### src/rtl/id_ex_stage.sv
// ID/EX pipeline register feeding the ALU: captures decoded operands, decodes the ALU
// control code, and applies EX/MEM and MEM/WB forwarding. Optional macro: ID_EX_FORWARDING_EN.
module id_ex_stage #(
  parameter int DATA_W     = 32,
  parameter int REG_ADDR_W = 5
) (
  input  logic                  clk_i,
  input  logic                  rst_i,
  input  logic                  id_valid_i,
  input  logic                  stall_i,
  input  logic                  flush_i,
  input  logic [DATA_W-1:0]     rs1_data_i,
  input  logic [DATA_W-1:0]     rs2_data_i,
  input  logic [DATA_W-1:0]     imm_i,
  input  logic [REG_ADDR_W-1:0] rs1_addr_i,
  input  logic [REG_ADDR_W-1:0] rs2_addr_i,
  input  logic [REG_ADDR_W-1:0] rd_addr_i,
  input  logic [1:0]            alu_op_i,
  input  logic [4:0]            funct_i,
  input  logic                  alu_src_i,
  input  logic                  reg_write_i,
  input  logic [REG_ADDR_W-1:0] exmem_rd_i,
  input  logic [REG_ADDR_W-1:0] memwb_rd_i,
  input  logic                  exmem_regwrite_i,
  input  logic                  memwb_regwrite_i,
  input  logic [DATA_W-1:0]     exmem_result_i,
  input  logic [DATA_W-1:0]     memwb_result_i,
  output logic                  ex_valid_o,
  output logic [DATA_W-1:0]     src1_o,
  output logic [DATA_W-1:0]     src2_o,
  output logic [3:0]            alu_ctrl_o,
  output logic [DATA_W-1:0]     store_data_o,
  output logic [REG_ADDR_W-1:0] rd_addr_o,
  output logic                  reg_write_o
);

  logic                  r_valid, r_reg_write, r_alu_src;
  logic [3:0]            r_alu_ctrl;
  logic [REG_ADDR_W-1:0] r_rd, r_rs1, r_rs2;
  logic [DATA_W-1:0]     r_rs1_data, r_rs2_data, r_imm;
  logic [3:0]            w_ctrl;
  logic [DATA_W-1:0]     w_fwd_rs1, w_fwd_rs2;

  // funct is {funct7[5], funct7[0], funct3}; I-type arithmetic only looks at funct3
  always_comb begin
    w_ctrl = 4'b1111;
    case (alu_op_i)
      2'b00: w_ctrl = 4'b0010;
      2'b01: w_ctrl = 4'b0110;
      2'b10: begin
        case (funct_i)
          5'b00000: w_ctrl = 4'b0010;
          5'b10000: w_ctrl = 4'b0110;
          5'b00111: w_ctrl = 4'b0000;
          5'b00110: w_ctrl = 4'b0001;
          5'b00010: w_ctrl = 4'b0111;
          5'b01000: w_ctrl = 4'b1100;
          default:  w_ctrl = 4'b1111;
        endcase
      end
      2'b11: begin
        case (funct_i[2:0])
          3'b000:  w_ctrl = 4'b0010;
          3'b111:  w_ctrl = 4'b0000;
          3'b110:  w_ctrl = 4'b0001;
          3'b010:  w_ctrl = 4'b0111;
          default: w_ctrl = 4'b1111;
        endcase
      end
      default: w_ctrl = 4'b1111;
    endcase
  end

`ifdef ID_EX_FORWARDING_EN
  // EX/MEM is the younger producer, so it wins over MEM/WB; x0 is never forwarded
  always_comb begin
    w_fwd_rs1 = r_rs1_data;
    if (exmem_regwrite_i && (exmem_rd_i == r_rs1) && (r_rs1 != '0))
      w_fwd_rs1 = exmem_result_i;
    else if (memwb_regwrite_i && (memwb_rd_i == r_rs1) && (r_rs1 != '0))
      w_fwd_rs1 = memwb_result_i;
  end

  always_comb begin
    w_fwd_rs2 = r_rs2_data;
    if (exmem_regwrite_i && (exmem_rd_i == r_rs2) && (r_rs2 != '0))
      w_fwd_rs2 = exmem_result_i;
    else if (memwb_regwrite_i && (memwb_rd_i == r_rs2) && (r_rs2 != '0))
      w_fwd_rs2 = memwb_result_i;
  end
`else
  logic w_unused_fwd;
  assign w_unused_fwd = ^{exmem_rd_i, memwb_rd_i, exmem_regwrite_i, memwb_regwrite_i,
                          exmem_result_i, memwb_result_i};
  assign w_fwd_rs1 = r_rs1_data;
  assign w_fwd_rs2 = r_rs2_data;
`endif

  always_ff @(posedge clk_i) begin
    if (rst_i) begin
      r_valid     <= 1'b0;
      r_reg_write <= 1'b0;
      r_alu_src   <= 1'b0;
      r_alu_ctrl  <= '0;
      r_rd        <= '0;
      r_rs1       <= '0;
      r_rs2       <= '0;
      r_rs1_data  <= '0;
      r_rs2_data  <= '0;
      r_imm       <= '0;
    end else if (flush_i) begin
      r_valid     <= 1'b0;
      r_reg_write <= 1'b0;
      r_alu_ctrl  <= '0;
    end else if (stall_i) begin
`ifdef ID_EX_FORWARDING_EN
      // absorb results retiring from MEM/WB while EX is frozen
      r_rs1_data  <= w_fwd_rs1;
      r_rs2_data  <= w_fwd_rs2;
`endif
    end else begin
      r_valid     <= id_valid_i;
      r_reg_write <= reg_write_i & id_valid_i;
      r_alu_src   <= alu_src_i;
      r_alu_ctrl  <= w_ctrl;
      r_rd        <= rd_addr_i;
      r_rs1       <= rs1_addr_i;
      r_rs2       <= rs2_addr_i;
      r_rs1_data  <= rs1_data_i;
      r_rs2_data  <= rs2_data_i;
      r_imm       <= imm_i;
    end
  end

  assign ex_valid_o   = r_valid;
  assign reg_write_o  = r_reg_write & r_valid;
  assign alu_ctrl_o   = r_alu_ctrl;
  assign rd_addr_o    = r_rd;
  assign src1_o       = w_fwd_rs1;
  assign src2_o       = r_alu_src ? r_imm : w_fwd_rs2;
  assign store_data_o = w_fwd_rs2;

endmodule

### config.mk
export PLATFORM = sky130hd
export DESIGN_NAME = id_ex_stage
export DESIGN_NICKNAME = d
export VERILOG_FILES = /design/src/rtl/id_ex_stage.sv
export SDC_FILE = /design/constraint.sdc
export NUM_CORES = 1
export LEC_CHECK = 0
export ABC_AREA = 1
export ABC_CLOCK_PERIOD_IN_PS = 2250
export CORE_UTILIZATION = 30
export CTS_CLUSTER_DIAMETER = 50
export CTS_CLUSTER_SIZE = 30
export DETAILED_ROUTE_END_ITERATION = 8
export GPL_TIMING_DRIVEN = 1
export HOLD_SLACK_MARGIN = 0.06
export PLACE_DENSITY = 0.72
export REMOVE_ABC_BUFFERS = 1
export SLEW_MARGIN = 10
export SYNTH_ARGS = -nofsm -noshare
export SYNTH_HDL_FRONTEND = slang
export SYNTH_SLANG_ARGS = --single-unit
### constraint.sdc
create_clock -name clk_i -period 2.25 [get_ports clk_i]
set_input_delay 0.3375 -clock clk_i [delete_from_list [all_inputs] [get_ports clk_i]]
set_output_delay 0.3375 -clock clk_i [all_outputs]
set_load 0.005 [all_outputs]
==> results of run 1 <==
## worst max-delay path by stage
stage	startpoint	to	slack (ns)	depth (start not counted)
finish	r_alu_src$_SDFFE_PP0P_	src2_o[5]	0.17	4
detailed placement	r_alu_src$_SDFFE_PP0P_	src2_o[5]	0.41	4
global route	r_alu_src$_SDFFE_PP0P_	src2_o[5]	0.05	4
floorplan	stall_i	store_data_o[0]$_SDFFE_PP0P_	0.34	4
global placement	r_alu_src$_SDFFE_PP0P_	src2_o[5]	0.42	4
CTS	r_alu_src$_SDFFE_PP0P_	src2_o[5]	0.01	4
## cell type report
type                    count  area (µm²)  area share
clock buffers              10         229      0.0329
clock inverters             6         111      0.0160
inverters                  43         164      0.0236
multi-input cells         387        1710       0.246
flip-flops and latches    108        2170       0.311
well taps                 180         225      0.0324
repair buffers            232        2340       0.337
## worst max-delay path: cells and delay by family (launching register included)
kind                   cells  cell delay [ns]
and+or+nand+nor            1             0.06
DFF                        1             0.48
buffers and inverters      2             0.76
AOI/OAI and AO/OA          1             0.08
## layer usage
| metal | GRT usage | vias to the layer above |
|---|---|---|
| li1 | - | 2265 |
| met1 | 0.198 | 1907 |
| met2 | 0.275 | 143 |
| met3 | 0.0818 | 11 |
| met4 | 0.0478 | 0 |
| met5 | 0 | - |
## registers in the layout (all words and copies together), names as in the netlist
name          cells
r_imm            32
src1_o           32
store_data_o     32
rd_addr_o         5
alu_ctrl_o        4
ex_valid_o        1
r_alu_src         1
r_reg_write       1
## metrics by stage
| step | instances | hold slack, ns | cell area, µm² | worst slack (ns) |
|---|---|---|---|---|
| CTS | 966 | 0.465 | 6950 | 0.0142 |
| finish | 966 | 0.462 | 6950 | 0.165 |
| floorplan | 538 | 0.442 | 4040 | 0.339 |
| global route | 966 | 0.488 | 6950 | 0.0509 |
| global placement | 950 | 0.449 | 6610 | 0.423 |
| detailed placement | 950 | 0.454 | 6610 | 0.411 |
## cells by family after synthesis
| group | count (synthesis) | synth area share |
|---|---|---|
| DFF | 108 | 0.508 |
| and+or+nand+nor | 207 | 0.189 |
| buffers and inverters | 83 | 0.0888 |
| AOI/OAI and AO/OA | 180 | 0.213 |
## cell usage in the layout (no fill, tap or decap), types with 3 or more instances in the layout
cell             count
clkbuf_16            9
inv_1               41
bufinv_16            3
clkdlybuf4s50_1    221
nand3_1              6
dfxtp_1            107
nor3_1               4
buf_12               4
a21oi_1             38
buf_4                7
nor2_1             148
o21ai_0            139
nand2_1             48
## report_power, final
| part | internal (mW) | total, mW | switching, mW |
|---|---|---|---|
| logic | 0.492 | 0.806 | 0.314 |
| registers | 2.04 | 2.10 | 0.0631 |
| clock network | 1.09 | 1.81 | 0.717 |
## timing repair
| item | 4_1_cts | 5_1_grt |
|---|---|---|
| gates resized for setup | 0 | 1 |
| hold endpoints to repair | 0 | 0 |
| setup endpoints to repair | 0 | 21 |
==> results.yml, run 1 <==
run_status:
  outcome: "finished, final reports clean"
logic_synthesis:
  synthArstFlopShare: 0
  ys.flop_type: "dfxtp_1"
  synth_top_area_frac: 0.508
  syn-cell-area_mm2: 0.00425
  ys_ff_latch: 108
  synthCells: 578
  synthTopCellsByArea: "dfxtp_1 51%, o21ai_0 16%, nor2_1 13%, a21oi_1 4.5%, nand2_1 4.2%"
  yosys_warnings: 0
  ys_types: 18
  syn_area_per_cell_um2: 7.36
  netlist_top_cells_count: "148 x nor2_1, 139 x o21ai_0, 108 x dfxtp_1"
  synth-edff-count: 0
  ys_seq_area_frac: 0.508
  synth.most_common_cell: "nor2_1"
  synth_area_leader_cell: "dfxtp_1"
routing:
  vias: 4326
  topRoutingLayerUsed: "met4"
  drt-initial-drc-count: 213
  vias_per_cell: 4.48
  avgRoutedWirePerCell_um: 12.8
  first_pass_iters: 4
  m1WireLength_um: 5310
  ant_nets: 0
  wirelength_um: 12400
  wl_met3_um: 1210
  drc: 0
  wl_met2_um: 5720
worst_setup_path:
  cp_slowest_cell: "clkdlybuf4s50_1"
  rr_endpoint: "r_alu_src$_SDFFE_PP0P_"
  end_kind: "output port"
  worstPathRequired_ns: 1.91
  crit_type: "register to output port"
  reg2reg_depth: 3
  r2r_start: "r_alu_src$_SDFFE_PP0P_"
  critPathLaunchType: "register"
  crit_chain: "buf_12, nand2_1, o21ai_0, clkdlybuf4s50_1"
  cp_max_fo: 31
  critical_path_arrival_ns: 1.75
  critical_path.max_stage_delay_ns: 0.55
  r2r_slack_ns: 1.28
die:
  num_rows: 43
  die_x_um: 121
  dieHeight_um: 121
  coreArea_mm2: 0.0139
  ios: 308
  dieArea_mm2: 0.0147
  start_util: 0.306
timing:
  max_slew.worst_pin.slew_ns: 0.409
  setup_viol: 0
  slew_violations: 0
  final-hold-violation-count: 0
  min_period_ns: 2.08
  tns_ns: 0
  finalClockSkew_ns: 0
  finalCritPeriodShare: 0.927
  max_slew_margin: 0.727
  rsz0062_at_grt: "no"
  timing.fmax_mhz: 480
finish:
  fin_util: 0.501
  n_antenna_cell: 0
  nets: 982
  syn2layout_area_growth_pct: 63.5
  drive_above_1_share: 0.0382
  nFillCells: 1356
clocking:
  htreeDepth: 3
  max-clock-path-buffers: 2
  clock-sinks: 108
  clk_latency_ns: 0.35
  cts_tree: "done"
  cts_hold_buf: 0
  clkSlewWorstSetupHoldPaths_ns: 0.07
  cts_buffers: 9
  postCtsSetupBuffers: 0
  clock_tree.root_cell: "clkbuf_16"
hold_path:
  worstHoldPathType: "register to register"
  min_from: "store_data_o[16]$_SDFFE_PP0P_"
  worstHoldPathCells: 2
  min_to: "store_data_o[16]$_SDFFE_PP0P_"
run:
  drv_cap: 0
power_and_ir_drop:
  p_per_area_mw_per_mm2: 678
  power_mw: 4.71
  leakagePower_nw: 2.75
  vdd_drop_max_uv: 560
global_routing:
  grt_max_degree: 83
  grt_pass1_vias: 4001
  track_usage: 0.170
  grt_pass1_wl_um: 19500
  antenna_found_initial: 0
  grt-ovfl-total: 0
placed_design:
  place_congestion: 0.847
  port_buffers: 221
  post-dp-hpwl_um: 8460
(Power assumes the default switching activity.)
==> run 2, diff against run 1 <==
--- a/config.mk
+++ b/config.mk
@@ -19,3 +19,4 @@
 export SYNTH_ARGS = -nofsm -noshare
 export SYNTH_HDL_FRONTEND = slang
 export SYNTH_SLANG_ARGS = --single-unit
+export TNS_END_PERCENT = 20
==> results of run 2 <==
No change in the layout: final DEF, timing and power equal those of run 1.
==> run 3, diff against run 2 <==
--- a/config.mk
+++ b/config.mk
@@ -6,7 +6,7 @@
 export NUM_CORES = 1
 export LEC_CHECK = 0
 export ABC_AREA = 1
-export ABC_CLOCK_PERIOD_IN_PS = 2250
+export ABC_CLOCK_PERIOD_IN_PS = 1950
 export CORE_UTILIZATION = 30
 export CTS_CLUSTER_DIAMETER = 50
 export CTS_CLUSTER_SIZE = 30
==> constraint.sdc (replaced) <==
create_clock -name clk_i -period 1.95 [get_ports clk_i]
set_input_delay 0.2925 -clock clk_i [delete_from_list [all_inputs] [get_ports clk_i]]
set_output_delay 0.2925 -clock clk_i [all_outputs]
set_load 0.005 [all_outputs]
==> results.yml, run 3 (synthesis gave the netlist of run 1 again) <==
run_status:
  outcome: "finished, final reports clean"
timing:
  finalClockSkew_ns: 0
  worst_slack_ns: 0.0695
  finalCritPeriodShare: 0.964
  min_period_ns: 1.88
  rsz0062_at_grt: "yes"
  timing.fmax_mhz: 532
  final-hold-violation-count: 0
  max_slew_margin: 0.545
  setup_viol: 0
  tns_ns: 0
  max_slew.worst_pin.slew_ns: 0.683
  slew_violations: 0
placed_design:
  post-dp-hpwl_um: 8530
  pre_cts_ws_ns: 0.0177
  port_buffers: 221
  place_area_mm2: 0.00665
  place_congestion: 0.833
worst_setup_path:
  rr_endpoint: "r_alu_src$_SDFFE_PP0P_"
  end_kind: "output port"
  cp_max_fo: 7
  r2r_start: "r_alu_src$_SDFFE_PP0P_"
  critical_path_arrival_ns: 1.59
  critPathLaunchType: "register"
  crit_type: "register to output port"
  worstPathRequired_ns: 1.66
  r2r_slack_ns: 1.07
  reg2reg_depth: 3
routing:
  ant_nets: 0
  drc: 0
  first_pass_iters: 4
  vias: 4418
  vias_per_cell: 4.55
  avgRoutedWirePerCell_um: 12.9
  drt-initial-drc-count: 272
  wirelength_um: 12500
clocking:
  htreeDepth: 3
  cts_tree: "done"
  cts_buffers: 9
  clock_tree.root_cell: "clkbuf_16"
  clock-sinks: 108
  clkSlewWorstSetupHoldPaths_ns: 0.07
  clk_latency_ns: 0.34
  max-clock-path-buffers: 2
finish:
  finalInstanceArea_mm2: 0.00701
  drive_above_1_share: 0.0430
  layout_commonest_cell: "clkdlybuf4s50_1"
  n_antenna_cell: 0
  syn2layout_area_growth_pct: 64.9
  nFillCells: 1359
  nets: 987
  mostFrequentLayoutCells: "199 x clkdlybuf4s50_1, 148 x nor2_1, 135 x o21ai_0"
die:
  dieArea_mm2: 0.0147
  num_rows: 43
  dieHeight_um: 121
  die_x_um: 121
  start_util: 0.306
  ios: 308
  coreArea_mm2: 0.0139
global_routing:
  grt-ovfl-total: 0
  track_usage: 0.173
  antenna_found_initial: 0
  grt_pass1_vias: 4011
  grt_max_degree: 71
  grt_pass1_wl_um: 19900
hold_path:
  worstHoldPathType: "register to register"
  min_from: "store_data_o[17]$_SDFFE_PP0P_"
  worstHoldPathCells: 2
  min_to: "store_data_o[17]$_SDFFE_PP0P_"
power_and_ir_drop:
  vdd_drop_max_uv: 554
  p_per_area_mw_per_mm2: 739
  leakagePower_nw: 3.06
run:
  drv_cap: 0
[run 3: where the power goes]
group | switching [mW] | internal (mW) | leakage, nW
registers | 0.0688 | 2.35 | 0.892
clock network | 0.802 | 1.02 | 0.138
logic | 0.369 | 0.569 | 2.03
total | 1.24 | 3.94 | 3.06
[run 3: cell type report]
class,count,area [µm²],share of cell area
flip-flops and latches,108,2170,0.309
inverters,43,164,0.0234
clock buffers,11,243,0.0346
clock inverters,4,50.0,0.00714
well taps,180,225,0.0321
multi-input cells,387,1710,0.244
repair buffers,237,2450,0.350
[run 3: repair_timing]
action	CTS	global route
endpoints found under the hold margin	0	0
hold buffers	0	0
setup endpoints to repair	28	23
gates resized for setup	7	22
buffers inserted	3	0
[run 3: worst max-delay path: stages (launching register included)]
cell             delay [ns]
dfxtp_4                0.42
buf_4                  0.18
nand2_1                0.06
o21ai_0                0.07
clkdlybuf4s50_1        0.52
[run 3: per-layer routing]
| metal | up-vias | wire length, µm | track usage |
|---|---|---|---|
| li1 | 2274 | - | - |
| met1 | 1988 | 5440 | 0.211 |
| met2 | 148 | 5760 | 0.277 |
| met3 | 8 | 1200 | 0.0804 |
| met5 | - | 0 | 0 |
| met4 | 0 | 110 | 0.0378 |
[run 3: how the worst max path moves through the flow]
stage / startpoint / to / slack (ns) / cells past startpoint
after floorplan: stall_i / store_data_o[0]$_SDFFE_PP0P_ / 0.08 / 4
after global placement: stall_i / src1_o[19]$_SDFFE_PP0P_ / 0.04 / 5
after detailed placement: stall_i / r_imm[18]$_SDFFE_PP0P_ / 0.02 / 5
after CTS: r_alu_src$_SDFFE_PP0P_ / src2_o[20] / 0.003 / 4
after global routing: r_alu_src$_SDFFE_PP0P_ / src2_o[11] / -0.02 / 4
final: r_alu_src$_SDFFE_PP0P_ / src2_o[11] / 0.07 / 4
[run 3: through the flow]
step | util | hold WS, ns | instances | total power [mW]
detailed placement | 0.479 | 0.453 | 952 | 3.42
floorplan | - | 0.427 | 538 | 2.75
global placement | 0.479 | 0.446 | 952 | 3.41
CTS | 0.502 | 0.464 | 970 | 5.27
finish | 0.505 | 0.461 | 970 | 5.18
global route | 0.505 | 0.484 | 970 | 5.46
